[config.mk]
export PLATFORM = sky130hd
export DESIGN_NAME = serial_add_ctrl
export DESIGN_NICKNAME = d
export VERILOG_FILES = /design/src/rtl/serial_add_pkg.sv /design/src/rtl/full_adder.sv /design/src/rtl/serial_add_ctrl.sv
export SDC_FILE = /design/constraint.sdc
export NUM_CORES = 1
export LEC_CHECK = 0
export ABC_AREA = 1
export BUFFER_PORTS_ARGS = -buffer_cell sky130_fd_sc_hd__buf_2
export CORE_UTILIZATION = 40
export DETAILED_ROUTE_END_ITERATION = 6
export PLACE_DENSITY = 0.67
export SLEW_MARGIN = 30
export SYNTH_ARGS = -nofsm -noshare
export SYNTH_HDL_FRONTEND = slang
export SYNTH_HIERARCHICAL = 1
export SYNTH_SLANG_ARGS = --single-unit
[constraint.sdc]
create_clock -name clk -period 1.6 [get_ports clk]
set_input_delay 0.32 -clock clk [delete_from_list [all_inputs] [get_ports clk]]
set_output_delay 0.32 -clock clk [all_outputs]
set_load 0.02 [all_outputs]
[src/rtl/serial_add_pkg.sv]
`default_nettype none
// ============================================================================
//  Module      : serial_add_pkg
//  Description : Shared state encodings and width-legality helper for the
//                bit-serial add/subtract sequencer.
//  Revision    : 1.0 - initial release
// ============================================================================
package serial_add_pkg;

    typedef enum logic [1:0] {
        ST_IDLE = 2'd0,
        ST_RUN  = 2'd1,
        ST_DONE = 2'd2
    } state_t;

    localparam int c_WIDTH_MIN = 2;
    localparam int c_WIDTH_MAX = 32;

    // True when an operand width can be sequenced by the controller.
    function automatic bit width_is_legal(input int w);
        return (w >= c_WIDTH_MIN) && (w <= c_WIDTH_MAX);
    endfunction

endpackage
`default_nettype wire

[src/rtl/full_adder.sv]
`default_nettype none
// ============================================================================
//  Module      : full_adder
//  Description : One-bit full adder (sum and carry-out of a + b + cin).
//  Revision    : 1.0 - initial release
// ============================================================================
module full_adder (
    input  logic a,
    input  logic b,
    input  logic cin,
    output logic sum,
    output logic cout
);

    // Pure combinational one-bit add.
    always_comb begin
        sum  = a ^ b ^ cin;
        cout = (a & b) | (a & cin) | (b & cin);
    end

endmodule
`default_nettype wire

[src/rtl/serial_add_ctrl.sv]
`default_nettype none
// ============================================================================
//  Module      : serial_add_ctrl
//  Description : Bit-serial add/subtract sequencer. Operands enter over a
//                valid/ready handshake, are fed LSB-first through a single
//                full_adder with a registered carry, and the result, carry
//                and signed-overflow flag leave over a second handshake.
//  Revision    : 1.0 - initial release
// ============================================================================
module serial_add_ctrl
    import serial_add_pkg::*;
#(
    parameter int WIDTH = 8
) (
    input  logic             clk,
    input  logic             rst,
    input  logic             in_valid,
    output logic             in_ready,
    input  logic [WIDTH-1:0] op_a,
    input  logic [WIDTH-1:0] op_b,
    input  logic             op_cin,
    input  logic             op_sub,
    output logic             out_valid,
    input  logic             out_ready,
    output logic [WIDTH-1:0] result,
    output logic             cout,
    output logic             ovf,
    output logic             busy
);

    localparam int CNT_W = $clog2(WIDTH);

    // Reject out-of-range widths at elaboration time.
    generate
        if (!width_is_legal(WIDTH)) begin : g_width_check
            $error("serial_add_ctrl: WIDTH must be in 2..32");
        end
    endgenerate

    state_t             r_state;
    logic [WIDTH-1:0]   r_a_sh;
    logic [WIDTH-1:0]   r_b_sh;
    logic [WIDTH-1:0]   r_result;
    logic [CNT_W-1:0]   r_cnt;
    logic               r_carry;
    logic               r_carry_msb;
    logic               r_cout;
    logic               r_ovf;
    logic               r_in_ready;
    logic               r_out_valid;
    logic               r_busy;

    logic               w_sum;
    logic               w_cout;
    logic               w_cnt_msb_in;
    logic               w_cnt_last;

    // The single arithmetic element: current LSBs plus the held carry.
    full_adder u_full_adder (
        .a    (r_a_sh[0]),
        .b    (r_b_sh[0]),
        .cin  (r_carry),
        .sum  (w_sum),
        .cout (w_cout)
    );

    // Counter decodes: second-to-last bit yields the carry into the MSB,
    // last bit yields the final carry.
    always_comb begin
        w_cnt_msb_in = (r_cnt == CNT_W'(WIDTH - 2));
        w_cnt_last   = (r_cnt == CNT_W'(WIDTH - 1));
    end

    // Sequencer: accept, shift one bit per cycle, then hold the result.
    always_ff @(posedge clk) begin
        if (rst) begin
            r_state     <= ST_IDLE;
            r_a_sh      <= '0;
            r_b_sh      <= '0;
            r_result    <= '0;
            r_cnt       <= '0;
            r_carry     <= 1'b0;
            r_carry_msb <= 1'b0;
            r_cout      <= 1'b0;
            r_ovf       <= 1'b0;
            r_in_ready  <= 1'b1;
            r_out_valid <= 1'b0;
            r_busy      <= 1'b0;
        end else begin
            case (r_state)
                ST_IDLE: begin
                    if (in_valid) begin
                        // Subtract is A + ~B + 1; op_cin is irrelevant then.
                        r_a_sh     <= op_a;
                        r_b_sh     <= op_sub ? ~op_b : op_b;
                        r_carry    <= op_cin | op_sub;
                        r_cnt      <= '0;
                        r_state    <= ST_RUN;
                        r_in_ready <= 1'b0;
                        r_busy     <= 1'b1;
                    end
                end
                ST_RUN: begin
                    r_a_sh   <= r_a_sh >> 1;
                    r_b_sh   <= r_b_sh >> 1;
                    r_result <= {w_sum, r_result[WIDTH-1:1]};
                    r_carry  <= w_cout;
                    r_cnt    <= r_cnt + 1'b1;
                    if (w_cnt_msb_in) begin
                        r_carry_msb <= w_cout;
                    end
                    if (w_cnt_last) begin
                        r_cout      <= w_cout;
                        r_ovf       <= r_carry_msb ^ w_cout;
                        r_state     <= ST_DONE;
                        r_out_valid <= 1'b1;
                    end
                end
                ST_DONE: begin
                    // Result registers are only written in RUN, so they stay
                    // stable for as long as the consumer stalls.
                    if (out_ready) begin
                        r_state     <= ST_IDLE;
                        r_out_valid <= 1'b0;
                        r_in_ready  <= 1'b1;
                        r_busy      <= 1'b0;
                    end
                end
                default: begin
                    r_state     <= ST_IDLE;
                    r_out_valid <= 1'b0;
                    r_in_ready  <= 1'b1;
                    r_busy      <= 1'b0;
                end
            endcase
        end
    end

    // Registered outputs straight to the ports.
    always_comb begin
        in_ready  = r_in_ready;
        out_valid = r_out_valid;
        busy      = r_busy;
        result    = r_result;
        cout      = r_cout;
        ovf       = r_ovf;
    end

endmodule
`default_nettype wire

==> results of run 1 <==
==> cell families after synthesis <==
| kind of cell | after synthesis | synth area share (%) |
|---|---|---|
| xor gates and xnor gates | 2 | 1.042 |
| AOI/OAI and AO/OA | 33 | 10.49 |
| adders and majority gates | 4 | 3.423 |
| buffers and inverters | 36 | 9.970 |
| DFF | 36 | 42.86 |
| and+or+nand+nor | 136 | 32.22 |
==> state kept, by name (all words and copies together) (netlist names) <==
register / count
r_state: 2
ovf: 1
r_carry: 1
cout: 1
r_carry_msb: 1
result: 8
in_ready: 1
r_cnt: 3
busy: 1
out_valid: 1
r_a_sh: 8
r_b_sh: 8
==> routing by layer <==
metal	GRT usage [%]	share of wire (%)
met1	18.68	48
met2	26.26	46
met3	4.281	4.1
met4	11.17	2.1
met5	0	0
==> area by class of cell <==
type	instances	area, um^2
fillers	447	2048
multi-input cells	175	793.3
flip-flops and latches	36	720.7
repair buffers	37	205.2
inverters	27	106.4
clock buffers	6	82.58
well taps	50	62.56
clock inverters	2	10.01
==> power by group through the flow <==
| stage | Clock (mW) | Sequential, mW | Combinational [mW] |
|---|---|---|---|
| global route | 0.723 | 0.992 | 0.326 |
| finish | 0.669 | 0.986 | 0.283 |
| global placement | 0 | 1.01 | 0.282 |
| CTS | 0.687 | 0.986 | 0.288 |
| detailed placement | 0 | 1.01 | 0.286 |
| floorplan | 0 | 1.03 | 0.183 |
==> metrics by stage <==
stage               cells  hold WS (ns)
floorplan             247        0.4445
global placement      325        0.4446
global route          333        0.2961
CTS                   333        0.3033
detailed placement    325        0.4519
finish                333        0.2957
==> worst max-delay path: stages, from the launching register on <==
cell and delay, ns:
dfxtp_1 0.37, ha_1 0.16, ha_1 0.17, inv_1 0.05, nor2_1 0.19, inv_1 0.10
nand2_1 0.06, a21oi_1 0.05
==> worst min path at each step <==
stage	from	end	slack (ns)	depth (start not counted)
3_5_place_dp	busy	busy	0.45	2
3_3_place_gp	in_ready	in_ready	0.44	2
6_report	op_a[7]	r_a_sh[7]	0.30	3
5_1_grt	op_a[7]	r_a_sh[7]	0.30	3
4_1_cts	op_a[7]	r_a_sh[7]	0.30	3
2_1_floorplan	r_b_sh[7]	r_b_sh[7]	0.44	2
==> cells in the final DEF (no fill, tap or decap), drive strengths merged, types with 2 or more instances in the layout <==
cell / n
buf: 37
nand2: 91
nor2: 32
o21ai: 19
nand3: 10
dfxtp: 36
ha: 3
clkinv: 2
inv: 27
clkbuf: 6
a21oi: 11
==> impl_metrics.json, run 1 <==
{
  "syn_avg_cell_area_um2": 6.808,
  "p_int_mw": 1.405,
  "numCtsBuffers": 5,
  "synth_area_um2": 1682,
  "synth_edf_count": 0,
  "synth_ff_type": "dfxtp_1",
  "die_h_um": 66.84,
  "rsz0062_at_grt": "no",
  "clkSinkCount": 36,
  "routedWlPerCell_um": 9.685,
  "synthesis.nets": 273,
  "hp-class": "in2reg",
  "port_buffers": 34,
  "worst_pin_slew_ns": 0.2734,
  "clk-insertion-delay-late_ns": 0.30,
  "core_um2": 4029,
  "ys_ff_latch": 36,
  "cts_hold_buf": 0,
  "combPwrFrac_pct": 14.6,
  "slew_viol_final": 0,
  "period_minus_slack_ns": 1.263,
  "dpl_cell_area_um2": 1888,
  "p_seq_share_pct": 50.9,
  "total_power_mw": 1.939,
  "grt_max_degree": 27,
  "rr_endpoint": "cout",
  "ys_async_sr_fraction_pct": 0,
  "rr_startpoint": "r_cnt[0]",
  "cts_max_level": 2,
  "pre_cts_slack_ns": 0.3439,
  "cp_data_required_time_ns": 1.78,
  "grt_pass1_wl_um": 5388,
  "netSwitchingFraction_pct": 27.52,
  "place_hpwl_um": 2243,
  "fin_util_pct": 49.16,
  "final_nets": 308,
  "layout-drive-gt1-share_pct": 18.02,
  "drt_iter0_markers": 101,
  "power_switching_mw": 0.5337,
  "p_leak_nw": 1.037,
  "yosysTopAreaCellShare_pct": 42.86,
  "path_class": "reg2reg",
  "post_synth_num_cell_types": 26,
  "cp-start-kind": "flop",
  "vias_per_cell": 4.598,
  "path_clk_slew_ns": 0.07,
  "synth_top_area_cell": "dfxtp_1",
  "post-route-drc-count": 0,
  "grt_util_all_layers_pct": 16.31,
  "postLayoutCellArea_um2": 1981,
  "syn2layout_area_growth_pct": 17.78,
  "power_per_cell_area_nw_per_um2": 979.0,
  "ys_warn_count": 6,
  "cap_violations": 0,
  "finalHoldViolations": 0,
  "slew_headroom_pct": 81.75,
  "post-cts-setup-buffers": 0,
  "antenna_found_initial": 0,
  "rrSetupSlack_ns": 0.34,
  "cts_tree": "yes",
  "ioPinCount": 35,
  "skew_ns": 0.005747,
  "start_util_pct": 41.74,
  "setup-tns-final_ns": 0,
  "p_clk_share_pct": 34.5,
  "synth_cells": 247,
  "clock_path_buffers": 2,
  "ant_nets": 0,
  "num_vias": 1531,
  "yosysSeqAreaShare_pct": 42.86,
  "antenna_cells": 0,
  "die_w_um": 66.84,
  "netlist_top_cells_count": "nand2_1 (89), dfxtp_1 (36), nor2_1 (32)",
  "cts_resized": 0,
  "layout_setup_ws_ns": 0.3367,
  "root_buffer": "clkbuf_8",
  "max_freq_mhz": 791.6,
  "setup_viol": 0,
  "period_share_pct": 78.96,
  "cp-endpoint": "cout",
  "dieArea_um2": 4468,
  "wl_um": 3225,
  "reg2reg_depth": 7,
  "synthMostInstantiatedCell": "nand2_1",
  "crit_start": "r_cnt[0]",
  "drtPass1Iterations": 4,
  "crit_fanout": 4,
  "overflow": 0,
  "peakVddDrop_mv": 0.4359,
  "place.gp.congestion": 0.7379,
  "row_count": 23,
  "status": "completed",
  "synthTopCellsByArea": "dfxtp_1 (43%), nand2_1 (20%), nor2_1 (7.1%)",
  "first_global_vias": 1339,
  "end_kind": "flop",
  "cp.arrival_ns": 1.44
}
Note: power is estimated with default switching activity, not from simulation.
==> inputs of run 2 (changes only) <==
- ABC_AREA: 1 -> 0
- PLACE_DENSITY: 0.67 -> 0.7
- clock period: 1.6 -> 1.1 ns (I/O delays scaled with it)
==> impl_metrics.json, run 2 <==
{
  "period_minus_slack_ns": 1.210,
  "synth_ff_type": "dfxtp_1",
  "numCtsBuffers": 5,
  "layout-drive-gt1-share_pct": 42.27,
  "num_vias": 1325,
  "root_buffer": "clkbuf_8",
  "netlist_top_cells_count": "dfxtp_1 (36), nor2_1 (23), nand2_1 (22)",
  "final_nets": 246,
  "start_util_pct": 41.82,
  "path_depth": 4,
  "power_per_cell_area_nw_per_um2": 1346,
  "rrSetupSlack_ns": -0.11,
  "synth_top_area_cell": "dfxtp_1",
  "cts_max_level": 2,
  "synth_top_family_by_area": "compound AO/OA/AOI/OAI gates",
  "muxShareOfSynthArea_pct": 5.839,
  "ys_async_sr_fraction_pct": 0,
  "setup-tns-final_ns": -1.400,
  "die_h_um": 64.11,
  "wl_um": 3229,
  "synthMostInstantiatedCell": "dfxtp_1",
  "vias_per_cell": 4.944,
  "path_clk_slew_ns": 0.07,
  "synthAdderAreaFrac_pct": 3.731,
  "antenna_found_initial": 0,
  "crit_family": "adder cells",
  "holdWs_ns": 0.2195,
  "hp-class": "in2reg",
  "pre_cts_slack_ns": -0.2092,
  "ant_nets": 0,
  "fin_util_pct": 58.14,
  "cap_violations": 0,
  "place_hpwl_um": 2270,
  "core_um2": 3689,
  "cts_tree": "yes",
  "slowest_delay_ns": 0.42,
  "skew_ns": 0.002730,
  "grt_util_all_layers_pct": 17.84,
  "period_share_pct": 110.0,
  "first_global_vias": 1305,
  "grt_max_degree": 31,
  "path_cells": "fa_2 > xor2_1 > nand3_1 > a21oi_1",
  "synthTopCellsByArea": "dfxtp_1 (47%), mux2i_1 (5.8%), nor2_1 (5.6%)",
  "worst-path-buf-inv": 0,
  "ioPinCount": 35,
  "postLayoutCellArea_um2": 2145,
  "clkSinkCount": 36,
  "setup_viol": 22,
  "dieArea_um2": 4109,
  "layout_setup_ws_ns": -0.1097,
  "worst_pin_slew_ns": 0.3408,
  "row_count": 22,
  "drtPass1Iterations": 4,
  "cp-endpoint": "ovf",
  "rr_startpoint": "r_carry",
  "cp_slowest_cell": "fa_2",
  "reg2reg_depth": 4,
  "synth_cells": 168,
  "cp.arrival_ns": 1.43,
  "drt_iter0_markers": 81,
  "synth_xor_area_share_pct": 5.109,
  "place.gp.congestion": 0.7478,
  "status": "finished, violations left",
  "slew_viol_final": 0,
  "post_synth_num_cell_types": 32,
  "rsz0062_at_grt": "yes",
  "die_w_um": 64.11,
  "ys_ff_latch": 36,
  "cp_data_required_time_ns": 1.32,
  "synth_edf_count": 0,
  "cp-start-kind": "flop",
  "clock_path_buffers": 2,
  "routedWlPerCell_um": 12.05,
  "max_freq_mhz": 826.7,
  "ys_warn_count": 6,
  "dpl_cell_area_um2": 1926,
  "yosysTopAreaCellShare_pct": 46.72,
  "yosys.area_share.simple_pct": 15.73,
  "overflow": 0,
  "grt_pass1_wl_um": 5637,
  "path_class": "reg2reg",
  "finalHoldViolations": 0,
  "rr_endpoint": "ovf",
  "violations": "negative setup slack",
  "syn_avg_cell_area_um2": 9.183,
  "antenna_cells": 0,
  "clk-insertion-delay-late_ns": 0.28,
  "layout_commonest_cell": "buf_2",
  "peakVddDrop_mv": 1.026,
  "mostFrequentLayoutCells": "buf_2 (34), dfxtp_1 (30), nand2_1 (22), nor2_1 (17), buf_4 (14)",
  "port_buffers": 34,
  "end_kind": "flop",
  "slew_headroom_pct": 77.28,
  "synth_compound_area_share_pct": 18.49,
  "yosysSeqAreaShare_pct": 46.72,
  "post-route-drc-count": 0,
  "p_leak_nw": 0.9009,
  "synthesis.nets": 194,
  "crit_fanout": 3,
  "synth_area_um2": 1543,
  "crit_start": "r_carry",
  "syn2layout_area_growth_pct": 39.01
}
-- run 2: cell types whose count changed after synthesis, moves of 2 or more --
cell / previous run / this run
a21oi_1: 11 / 14
mux2i_1: 0 / 9
nor2_1: 32 / 23
o21ai_0: 18 / 4
inv_1: 25 / 2
buf_6: 3 / 1
a211oi_1: 1 / 7
a22oi_1: 0 / 3
nand2_1: 89 / 22
nand3_1: 10 / 1
xnor2_1: 1 / 7
a221o_1: 0 / 7
buf_2: 3 / 6
nor2b_1: 0 / 3
-- run 2: cell type report --
type / instances / area [um^2]
clock buffers: 7 / 96.34
fillers: 339 / 1544
inverters: 2 / 7.507
repair buffers: 56 / 374.1
well taps: 48 / 60.06
flip-flops and latches: 36 / 728.2
multi-input cells: 119 / 878.3
-- run 2: how the worst min path moves through the flow --
| stage | slack, ns | depth (start not counted) | endpoint | from |
|---|---|---|---|---|
| after floorplan | 0.38 | 2 | r_a_sh[7] | op_a[7] |
| after global placement | 0.45 | 2 | result[0] | result[0] |
| after detailed placement | 0.45 | 2 | result[0] | result[0] |
| after CTS | 0.22 | 3 | r_a_sh[7] | op_a[7] |
| after global routing | 0.24 | 3 | r_a_sh[7] | op_a[7] |
| final | 0.22 | 3 | r_a_sh[7] | op_a[7] |
-- run 2: cell families after synthesis --
| family | after synthesis |
|---|---|
| and+or+nand+nor | 56 |
| AOI/OAI and AO/OA | 41 |
| DFF | 36 |
| buffers and inverters | 13 |
| xor gates and xnor gates | 9 |
| muxes | 9 |
| adders and majority gates | 4 |
-- run 2: layer usage --
layer / track usage (%) / part of all wire, % / vias up
li1: - / - / 688
met1: 21.37 / 48 / 607
met2: 29.39 / 46 / 24
met3: 5.000 / 4.5 / 6
met4: 8.333 / 1.9 / 0
met5: 0 / 0 / -
-- run 2: what timing repair did --
action / in CTS / in global routing
setup buffers: 1 / 0
resized for setup: 18 / 12
pin swaps: 6 / 9
hold buffers: 0 / 0
endpoints found under the setup margin: 34 / 34
-- run 2: worst min-delay path, cell delays in order --
cell     delay (ns)
buf_2          0.08
a22oi_1        0.06
nor2_1         0.10
-- run 2: metrics by stage --
step,power [mW],std cells
CTS,2.905,268
finish,2.886,268
global placement,1.859,260
floorplan,1.715,168
global route,3.022,268
detailed placement,1.864,260
-- run 2: where the power goes --
group | internal (mW) | switching (mW)
combinational | 0.235 | 0.228
sequential | 1.38 | 0.0484
clock | 0.557 | 0.437
total | 2.17 | 0.714
